File: src/rtl/iob_arb_rr2_pkg.sv
// Shared definitions for the two-manager round-robin IOb arbiter:
// FSM state encodings and the state type used by the top level.
package iob_arb_rr2_pkg;

  // Raw state encodings, kept as plain localparams so other blocks can match them
  localparam logic [1:0] IDLE   = 2'd0;
  localparam logic [1:0] GRANT  = 2'd1;
  localparam logic [1:0] WAIT_R = 2'd2;

  // Arbiter FSM state; the fourth code is unreachable and recovers to idle
  typedef enum logic [1:0] {
    ST_IDLE   = IDLE,
    ST_GRANT  = GRANT,
    ST_WAIT_R = WAIT_R,
    ST_UNUSED = 2'd3
  } state_t;

endpackage

File: src/rtl/iob_arb_rr2_sel.sv
// Round-robin winner selection for two requesters. A lone requester always
// wins; on contention the requester whose index equals the pointer wins.
module iob_arb_rr2_sel (
  input  logic [1:0] req_i,
  input  logic       ptr_i,
  output logic       winner_o
);

  // Pick the winning manager index from the request vector and the pointer
  always_comb begin
    winner_o = 1'b0;
    case (req_i)
      2'b01:   winner_o = 1'b0;
      2'b10:   winner_o = 1'b1;
      2'b11:   winner_o = ptr_i;
      default: winner_o = 1'b0;
    endcase
  end

endmodule

File: src/rtl/iob_arb_rr2.sv
// Shares one IOb subordinate between two IOb managers, one transaction in
// flight at a time. Request path is a combinational mirror of the granted
// manager while in GRANT; read data is routed back only in WAIT_R. Nothing
// on the request side depends on s_iob_ready_i, so there is no ready->valid
// combinational path.
module iob_arb_rr2
  import iob_arb_rr2_pkg::*;
#(
  parameter int ADDR_W = 21,
  parameter int DATA_W = 32
) (
  input  logic                clk_i,
  input  logic                arst_n_i,
  input  logic                cke_i,

  input  logic                m0_iob_valid_i,
  input  logic [ADDR_W-1:0]   m0_iob_addr_i,
  input  logic [DATA_W-1:0]   m0_iob_wdata_i,
  input  logic [DATA_W/8-1:0] m0_iob_wstrb_i,
  output logic                m0_iob_ready_o,
  output logic [DATA_W-1:0]   m0_iob_rdata_o,
  output logic                m0_iob_rvalid_o,

  input  logic                m1_iob_valid_i,
  input  logic [ADDR_W-1:0]   m1_iob_addr_i,
  input  logic [DATA_W-1:0]   m1_iob_wdata_i,
  input  logic [DATA_W/8-1:0] m1_iob_wstrb_i,
  output logic                m1_iob_ready_o,
  output logic [DATA_W-1:0]   m1_iob_rdata_o,
  output logic                m1_iob_rvalid_o,

  output logic                s_iob_valid_o,
  output logic [ADDR_W-1:0]   s_iob_addr_o,
  output logic [DATA_W-1:0]   s_iob_wdata_o,
  output logic [DATA_W/8-1:0] s_iob_wstrb_o,
  input  logic                s_iob_ready_i,
  input  logic [DATA_W-1:0]   s_iob_rdata_i,
  input  logic                s_iob_rvalid_i
);

  localparam int WSTRB_W = DATA_W / 8;

  state_t               state_q, state_d;
  logic                 grant_q, grant_d;
  logic                 ptr_q, ptr_d;

  logic [1:0]           req_s;
  logic                 winner_s;
  logic                 gnt_valid_s;
  logic [ADDR_W-1:0]    gnt_addr_s;
  logic [DATA_W-1:0]    gnt_wdata_s;
  logic [WSTRB_W-1:0]   gnt_wstrb_s;

  assign req_s = {m1_iob_valid_i, m0_iob_valid_i};

  iob_arb_rr2_sel u_sel (
    .req_i    (req_s),
    .ptr_i    (ptr_q),
    .winner_o (winner_s)
  );

  // Select the request fields of the currently granted manager
  always_comb begin
    if (grant_q) begin
      gnt_valid_s = m1_iob_valid_i;
      gnt_addr_s  = m1_iob_addr_i;
      gnt_wdata_s = m1_iob_wdata_i;
      gnt_wstrb_s = m1_iob_wstrb_i;
    end else begin
      gnt_valid_s = m0_iob_valid_i;
      gnt_addr_s  = m0_iob_addr_i;
      gnt_wdata_s = m0_iob_wdata_i;
      gnt_wstrb_s = m0_iob_wstrb_i;
    end
  end

  // Next-state logic: arbitrate in IDLE, complete or withdraw in GRANT,
  // wait for read data in WAIT_R; the pointer only moves on completion
  always_comb begin
    state_d = state_q;
    grant_d = grant_q;
    ptr_d   = ptr_q;
    case (state_q)
      ST_IDLE: begin
        if (|req_s) begin
          grant_d = winner_s;
          state_d = ST_GRANT;
        end else begin
          state_d = ST_IDLE;
        end
      end
      ST_GRANT: begin
        if (!gnt_valid_s) begin
          state_d = ST_IDLE;
        end else if (s_iob_ready_i) begin
          if (|gnt_wstrb_s) begin
            state_d = ST_IDLE;
            ptr_d   = ~grant_q;
          end else begin
            state_d = ST_WAIT_R;
          end
        end else begin
          state_d = ST_GRANT;
        end
      end
      ST_WAIT_R: begin
        if (s_iob_rvalid_i) begin
          state_d = ST_IDLE;
          ptr_d   = ~grant_q;
        end else begin
          state_d = ST_WAIT_R;
        end
      end
      default: begin
        state_d = ST_IDLE;
      end
    endcase
  end

  // State, grant and pointer registers; everything holds while cke_i is low
  always_ff @(posedge clk_i or negedge arst_n_i) begin
    if (!arst_n_i) begin
      state_q <= ST_IDLE;
      grant_q <= 1'b0;
      ptr_q   <= 1'b0;
    end else if (cke_i) begin
      state_q <= state_d;
      grant_q <= grant_d;
      ptr_q   <= ptr_d;
    end else begin
      state_q <= state_q;
      grant_q <= grant_q;
      ptr_q   <= ptr_q;
    end
  end

  // Output routing: request mirror and ready in GRANT, read return in WAIT_R
  always_comb begin
    s_iob_valid_o   = 1'b0;
    s_iob_addr_o    = '0;
    s_iob_wdata_o   = '0;
    s_iob_wstrb_o   = '0;
    m0_iob_ready_o  = 1'b0;
    m1_iob_ready_o  = 1'b0;
    m0_iob_rdata_o  = '0;
    m1_iob_rdata_o  = '0;
    m0_iob_rvalid_o = 1'b0;
    m1_iob_rvalid_o = 1'b0;
    case (state_q)
      ST_GRANT: begin
        s_iob_valid_o = gnt_valid_s;
        s_iob_addr_o  = gnt_addr_s;
        s_iob_wdata_o = gnt_wdata_s;
        s_iob_wstrb_o = gnt_wstrb_s;
        if (grant_q) begin
          m1_iob_ready_o = s_iob_ready_i;
        end else begin
          m0_iob_ready_o = s_iob_ready_i;
        end
      end
      ST_WAIT_R: begin
        if (grant_q) begin
          m1_iob_rvalid_o = s_iob_rvalid_i;
          m1_iob_rdata_o  = s_iob_rdata_i;
        end else begin
          m0_iob_rvalid_o = s_iob_rvalid_i;
          m0_iob_rdata_o  = s_iob_rdata_i;
        end
      end
      default: begin
        s_iob_valid_o = 1'b0;
      end
    endcase
  end

endmodule

File: config.mk
export PLATFORM = sky130hd
export DESIGN_NAME = iob_arb_rr2
export DESIGN_NICKNAME = d
export VERILOG_FILES = /design/src/rtl/iob_arb_rr2_pkg.sv /design/src/rtl/iob_arb_rr2_sel.sv /design/src/rtl/iob_arb_rr2.sv
export SDC_FILE = /design/constraint.sdc
export NUM_CORES = 1
export LEC_CHECK = 0
export BUFFER_PORTS_ARGS = -buffer_cell sky130_fd_sc_hd__clkbuf_2
export CAP_MARGIN = 20
export CORE_AREA = 2 2 107 109
export DETAILED_ROUTE_END_ITERATION = 12
export DIE_AREA = 0 0 109 111
export PLACE_DENSITY = 0.62
export SLEW_MARGIN = 20
export SYNTH_ARGS = -nofsm -noshare
export SYNTH_HDL_FRONTEND = slang
export SYNTH_SLANG_ARGS = --single-unit
export TNS_END_PERCENT = 20
File: constraint.sdc
create_clock -name clk_i -period 1.7 [get_ports clk_i]
set_clock_uncertainty 0.2 [all_clocks]
set_input_delay 0 -clock clk_i [delete_from_list [all_inputs] [get_ports clk_i]]
set_output_delay 0 -clock clk_i [all_outputs]
set_load 0.005 [all_outputs]
==> metrics, run 1 <==
Max Transition Viols Final 0; vias in the first global route 2513; failing checks negative setup slack; worst setup margin -0.0847 ns; Clock Path Buffers 2; clk_lat worst skew ~0.23 ns; Pint roughly 1.3 mW; asr flop ratio synth 100%; largest net degree at the start of global routing 55; f_max 560 MHz; first-pass GRT wire length about 12 mm; Worst Setup SP grant_q$_DFFE_PN0P_; layout cells sized above 1 60.9%; slew margin rel. 76.8%; Cell Rows 39; largest cells by area after synthesis mux2i_1 (37%), and2_1 (26%), nor2_1 (14%), dfrtp_1 (6.3%), buf_2 (2.9%); HPWL after DPL 7.06 mm; reg2reg path depth 5; Psw 0.889 mW; Pwr per Cell Area between 600 and 700 mW/mm²; Vias/cell approximately 4.0; H-tree depth 1; final period utilization 105%; Clock Tree Root clkbuf_16; Hold Violations, Final 0; global-route usage over all layers 12.8%; Worst EP required 1.50 ns; end point of the critical path m0_iob_rdata_o[8]; CTS sink cnt 4; # Max-Cap Violations 0; sequential power share 7.5%; Area growth syn-to-layout 122%; Yosys cell types 26; antenna violations before repair 0; Die Y 111 µm; hold crit path type input pin to register; post-synth top area cell mux2i_1; register area share after synthesis 6.33%; Synth Flop Type dfrtp_1; Peak VDD IR between 200 and 300 µV; cell area after synthesis approximately 0.0016 mm²; DIE AREA approximately 0.012 mm²; critical setup path kind register to output pin; Routed Antenna Nets 0; CTS tree done; area share of the largest cell type after synthesis between 30% and 40%; Worst Path Max Fanout 8; Yosys reg bits 4; fillers 1202; r2r setup slk -0.08 ns; top cells by count, synth and2_1 (66), nor2_1 (60), mux2i_1 (59); Finish-stage setup viols 36; fin nets 671; Worst Tran Pin Value 0.348 ns; IO buf count roughly 280; minimum clock period 1.78 ns; Mean Syn Cell Area 6.81 µm²; synth warn 0; Num CTS Buffers 3; drt pass-1 iters 4; Routed WL per cell 12.9 µm; P_leak 2.21 nW; Combinational Power Share roughly three quarters; Sw Ratio 40.7%; reg2reg start grant_q$_DFFE_PN0P_; core area 0.0111 mm²; DR vias 2648; post-layout util 31.7%; reg-to-reg critical path endpoint ptr_q$_DFFE_PN0P_; Worst-path clk slew 0.03 ns; dpl ws -0.112 ns; final wirelength 8.49 mm; synthesized instance count ~230; Worst Path Arrival 1.58 ns; chip width 109 µm; count leader, synth and2_1; GRT overflow 0; Clock power frac 17.5%; RSZ-0062 raised after global routing true; DR iter-0 viols 49; Setup crit end kind output pin; drt drc 0; diode count 0; outcome finished with violations; routability congestion estimate from global placement 0.742; Net Count, Synth 385; startpoint types register; Initial Util 14.3%; num ports 279; EDFF count, synth 0
[timing repair]
action | in CTS | in global routing
hold buffers | 6 | 0
hold endpoints to repair | 7 | 0
cloned | 1 | 1
endpoints found under the setup margin | 100 | 115
buffers inserted | 2 | 4
resized for setup | 8 | 32
pin swaps | 4 | 5
[worst min path at each step]
stage | cells after the start | end | start | slack [ns]
after floorplan | 0 | grant_q$_DFFE_PN0P_ | arst_n_i | -0.50
after global placement | 1 | ptr_q$_DFFE_PN0P_ | arst_n_i | -0.39
after detailed placement | 1 | grant_q$_DFFE_PN0P_ | arst_n_i | -0.39
after CTS | 3 | state_q[1]$_DFFE_PN0P_ | s_iob_rvalid_i | 0.03
after global routing | 3 | state_q[1]$_DFFE_PN0P_ | s_iob_rvalid_i | 0.04
final | 3 | state_q[1]$_DFFE_PN0P_ | s_iob_rvalid_i | 0.02
[state kept, by name, summed over array words and instances, names as in the netlist]
signal / count
grant_q: 1
ptr_q: 1
state_q: 2
[layout make-up]
cell class	instances	area [µm²]	area share [%]
Tap cell	143	179	5.10
Inverter	2	7.51	0.214
Timing Repair Buffer	301	1710	48.7
Multi-Input combinational cell	206	1430	40.7
Sequential cell	4	106	3.03
Clock buffer	4	78.8	2.25
[stage by stage]
stage / setup TNS (ns) / power (mW) / cell area (µm²) / std cells / hold slack (ns)
3_3_place_gp: -0.0581 / 1.69 / 3180 / 642 / -0.387
4_1_cts: -2.70 / 2.15 / 3390 / 655 / 0.0331
3_5_place_dp: -0.112 / 1.71 / 3180 / 642 / -0.390
5_1_grt: -4.92 / 2.37 / 3510 / 660 / 0.0392
6_report: -2.15 / 2.19 / 3510 / 660 / 0.0247
2_1_floorplan: 0 / 1.07 / 1580 / 232 / -0.496
[cells by family after synthesis]
| kind of cell | share of synthesized area [%] |
|---|---|
| buf+inv | 5.94 |
| mux | 37.4 |
| simple gates | 46.2 |
| flops | 6.33 |
| compound gates | 4.12 |
[layer usage]
metal	global-route usage, %	wire length [µm]	part of all wire [%]	vias up
li1	-	-	-	1334
met1	13.3	3080	36	1151
met2	25.4	4490	53	159
met3	2.29	843	9.9	4
met4	3.33	74	0.87	0
met5	0	0	0	-
[placed cells by master, fill, tap and decap left out, types with 2 or more instances in the layout]
cell,count
clkbuf_16,4
buf_2,8
buf_12,3
dfrtp_2,2
dlygate4sd3_1,6
buf_4,9
and2_4,7
nand2_1,2
inv_1,2
mux2i_1,58
buf_6,7
clkbuf_2,264
and2_1,59
nor2_1,59
[power groups by stage]
stage	Combinational [mW]	Sequential, mW	Clock (mW)
after floorplan	0.928	0.139	0
after global placement	1.54	0.155	0
after detailed placement	1.56	0.159	0
after CTS	1.60	0.167	0.388
after global routing	1.81	0.167	0.392
final	1.64	0.163	0.384
[worst max-delay path, cell delays in order (launching register included)]
cell and delay [ns]:
dfrtp_4 0.48, buf_8 0.14, nor3b_4 0.17, buf_6 0.16, clkbuf_16 0.16, and2_4 0.13
clkbuf_2 0.10
Note: power is estimated with default switching activity, not from simulation.
==> run 2: changes to the inputs <==
--- a/config.mk
+++ b/config.mk
@@ -5,12 +5,14 @@
 export SDC_FILE = /design/constraint.sdc
 export NUM_CORES = 1
 export LEC_CHECK = 0
+export ABC_AREA = 1
 export BUFFER_PORTS_ARGS = -buffer_cell sky130_fd_sc_hd__clkbuf_2
 export CAP_MARGIN = 20
 export CORE_AREA = 2 2 107 109
 export DETAILED_ROUTE_END_ITERATION = 12
 export DIE_AREA = 0 0 109 111
-export PLACE_DENSITY = 0.62
+export GPL_ROUTABILITY_DRIVEN = 0
+export PLACE_DENSITY_LB_ADDON = 0.05
 export SLEW_MARGIN = 20
 export SYNTH_ARGS = -nofsm -noshare
 export SYNTH_HDL_FRONTEND = slang
==> run 2 against run 1 <==
Against the previous run: the run now ends clean; clock power about the same; critical path depth up 4; die area did not move.
==> metrics, run 2 <==
final wirelength 9.27 mm (was 8.49 mm); GRT overflow 0 (unchanged); DIE AREA 0.0121 mm² (unchanged); Clock Tree Root clkbuf_16 (unchanged); Routed WL per cell 12.1 µm (was 12.9 µm); CTS sink cnt 4 (unchanged); outcome finished, final reports clean (was finished with violations); DR vias 3143 (was 2648); # Max-Cap Violations 0 (unchanged); area share of the largest cell type after synthesis 32.1% (was 37.4%); DP Cell Count 752 (was 642); Vias/cell 4.09 (was 4.01); CP most frequent cell nand2_1; DR iter-0 viols 88 (was 49); Net Count, Synth 501 (was 385); register area share after synthesis 6.34% (was 6.33%); startpoint types register (unchanged); Pwr per Cell Area 718 mW/mm² (was 623 mW/mm²); Mean Syn Cell Area 4.54 µm² (was 6.81 µm²); Most flops, register state_q (unchanged); Min Hold Slack 0.00863 ns (was 0.0247 ns); Num CTS Buffers 3 (unchanged); Routed Antenna Nets 0 (unchanged); post-synth top area cell nand2_1 (was mux2i_1); chip width 109 µm (unchanged); Clock Path Buffers 2 (unchanged); EDFF count, synth 0 (unchanged); synth warn 0 (unchanged); most common library cell in the layout ignoring fill and taps clkbuf_2 (unchanged); clk_lat worst skew 0.23 ns (about the same); vias in the first global route 2774 (was 2513); first-pass GRT wire length 13.2 mm (was 12.2 mm); RSZ-0062 raised after global routing true (unchanged); setup TNS 0 ns (was -2.15 ns); count leader, synth nand2_1 (was and2_1); worst path buffer plus inverter count 3 (was 4); IO buf count 278 (unchanged); Worst Path Arrival 1.58 ns (about the same); f_max 603 MHz (was 560 MHz); Die Y 111 µm (unchanged); H-tree depth 1 (unchanged); Worst Tran Pin Value 0.236 ns (was 0.348 ns); drt pass-1 iters 4 (unchanged); Worst Path Max Fanout 4 (was 8); fin nets 779 (was 671); minimum clock period 1.66 ns (was 1.78 ns); Yosys reg bits 4 (unchanged); layout cells sized above 1 50.6% (was 60.9%); P_leak 2.21 nW (about the same); Regs by FF count state_q x2, grant_q x1, ptr_q x1 (unchanged); slowest stage delay, CP 0.39 ns (was 0.48 ns); r2r setup slk 0.04 ns (was -0.08 ns); final period utilization 97.5% (was 105%); Initial Util 14.3% (about the same); crit-path cells inv_2 -> nor2_4 -> buf_4 -> buf_4 -> nand2_1 -> nand3_1 -> a21oi_1 -> nand2_1 -> nand2_1 -> nand2_1 (was buf_8 -> nor3b_4 -> buf_6 -> clkbuf_16 -> and2_4 -> clkbuf_2); drt drc 0 (unchanged); asr flop ratio synth 100% (unchanged); Yosys cell types 21 (was 26); Peak VDD IR 274 µV (was 262 µV); Worst-path clk slew 0.03 ns (about the same); Final Non-Filler Cells 768 (was 660); Max Transition Viols Final 0 (unchanged); largest cells by area after synthesis nand2_1 (32%), nor2_1 (16%), a21oi_1 (15%), inv_1 (8.8%), dfrtp_1 (6.3%) (was mux2i_1 (37%), and2_1 (26%), nor2_1 (14%), dfrtp_1 (6.3%), buf_2 (2.9%)); Setup crit end kind register (was output pin); Synth Flop Type dfrtp_1 (unchanged); diode count 0 (unchanged); Finish-stage setup viols 0 (was 36); critical setup path kind register to register (was register to output pin); Area growth syn-to-layout 114% (was 122%); critical path's top delay family flip-flops (was buffers and inverters); hold crit path type input pin to register (unchanged); global-route usage over all layers 13.6% (was 12.8%); slew margin rel. 84.2% (was 76.8%); num ports 279 (unchanged); cell area after synthesis 0.00158 mm² (about the same); max reg flops 2 (unchanged); synthesized instance count 348 (was 232); Hold Violations, Final 0 (unchanged); core area 0.0111 mm² (unchanged); Slowest cell on crit path dfrtp_1 (was dfrtp_4); Cell Rows 39 (unchanged); HPWL after DPL 7.49 mm (was 7.06 mm); antenna violations before repair 0 (unchanged); most frequent cells in the layout clkbuf_2 (278), nand2_1 (135), nor2_1 (68), a21oi_1 (47), inv_1 (37) (was clkbuf_2 (264), and2_1 (59), nor2_1 (59), mux2i_1 (58), buf_4 (9)); largest net degree at the start of global routing 34 (was 55); CTS tree done (unchanged); Worst EP required 1.62 ns (was 1.50 ns); top cells by count, synth nand2_1 (135), nor2_1 (68), a21oi_1 (48) (was and2_1 (66), nor2_1 (60), mux2i_1 (59))
==> run 2: cell types whose count changed in the layout (fill, tap and decap cells not counted), sizes merged, moves of 3 or more <==
| cell | previous run | this run |
|---|---|---|
| mux2i | 59 | 0 |
| nand2 | 2 | 135 |
| o21ai | 2 | 6 |
| nor2 | 60 | 70 |
| buf | 29 | 12 |
| clkbuf | 270 | 284 |
| nand3 | 0 | 3 |
| and2 | 66 | 0 |
| a21oi | 1 | 58 |
| inv | 2 | 41 |
==> run 2: final cells by class <==
cell class	count	area, µm²
inverters	42	168
flip-flops and latches	4	104
multi-input cells	277	1190
repair buffers	298	1670
clock buffers	4	78.8
well taps	143	179
fillers	1298	7690
==> run 2: power by group <==
part / internal [mW] / total (mW) / leakage, nW / switching [mW]
Sequential: 0.128 / 0.163 / 0.0495 / 0.0349
Clock: 0.311 / 0.387 / 0.0382 / 0.0762
Combinational: 0.852 / 1.88 / 2.12 / 1.03
==> run 2: repair_timing <==
item,CTS,global route
hold buffers,6,0
setup endpoints to repair,55,96
hold endpoints to repair,7,0
gates resized for setup,5,15
pin swaps,0,1
buffers inserted,0,4
gates cloned,0,2
==> run 2: path summary, 6_finish.rpt <==
path	from	endpoint	depth (start not counted)
max	state_q[0]$_DFFE_PN0P_	ptr_q$_DFFE_PN0P_	10
min	s_iob_rvalid_i	state_q[1]$_DFFE_PN0P_	6
max reg2reg	state_q[0]$_DFFE_PN0P_	ptr_q$_DFFE_PN0P_	10
min reg2reg	ptr_q$_DFFE_PN0P_	ptr_q$_DFFE_PN0P_	2
max in group asynchronous	arst_n_i	grant_q$_DFFE_PN0P_	3
min in group asynchronous	arst_n_i	ptr_q$_DFFE_PN0P_	3
==> run 2: per-layer routing <==
metal / track usage [%] / share of wire [%]
met1: 12.9 / 34
met2: 27.4 / 52
met3: 3.59 / 11
met4: 3.50 / 2.5
met5: 0 / 0
==> run 2: kinds of logic after synthesis <==
family / share of synthesized area (%)
compound gates: 22.7
buf+inv: 18.9
flops: 6.34
simple gates: 52.1
==> run 2: per-stage QoR <==
| stage | instance area (µm²) | power (mW) | setup WS (ns) | utilization, % |
|---|---|---|---|---|
| 2_1_floorplan | 1580 | 1.11 | 0.363 | - |
| 3_3_place_gp | 3100 | 1.81 | 0.182 | 28.0 |
| 3_5_place_dp | 3100 | 1.80 | 0.142 | 28.0 |
| 4_1_cts | 3250 | 2.24 | -0.0179 | 29.4 |
| 5_1_grt | 3380 | 2.69 | -0.0392 | 30.5 |
| 6_report | 3380 | 2.43 | 0.0428 | 30.5 |
==> run 2: worst min-delay path, cell delays in order <==
cell and delay (ns):
clkbuf_2 0.07, inv_1 0.07, nand2_1 0.10, o21ai_1 0.06
nand2_1 0.05, nand2_1 0.04
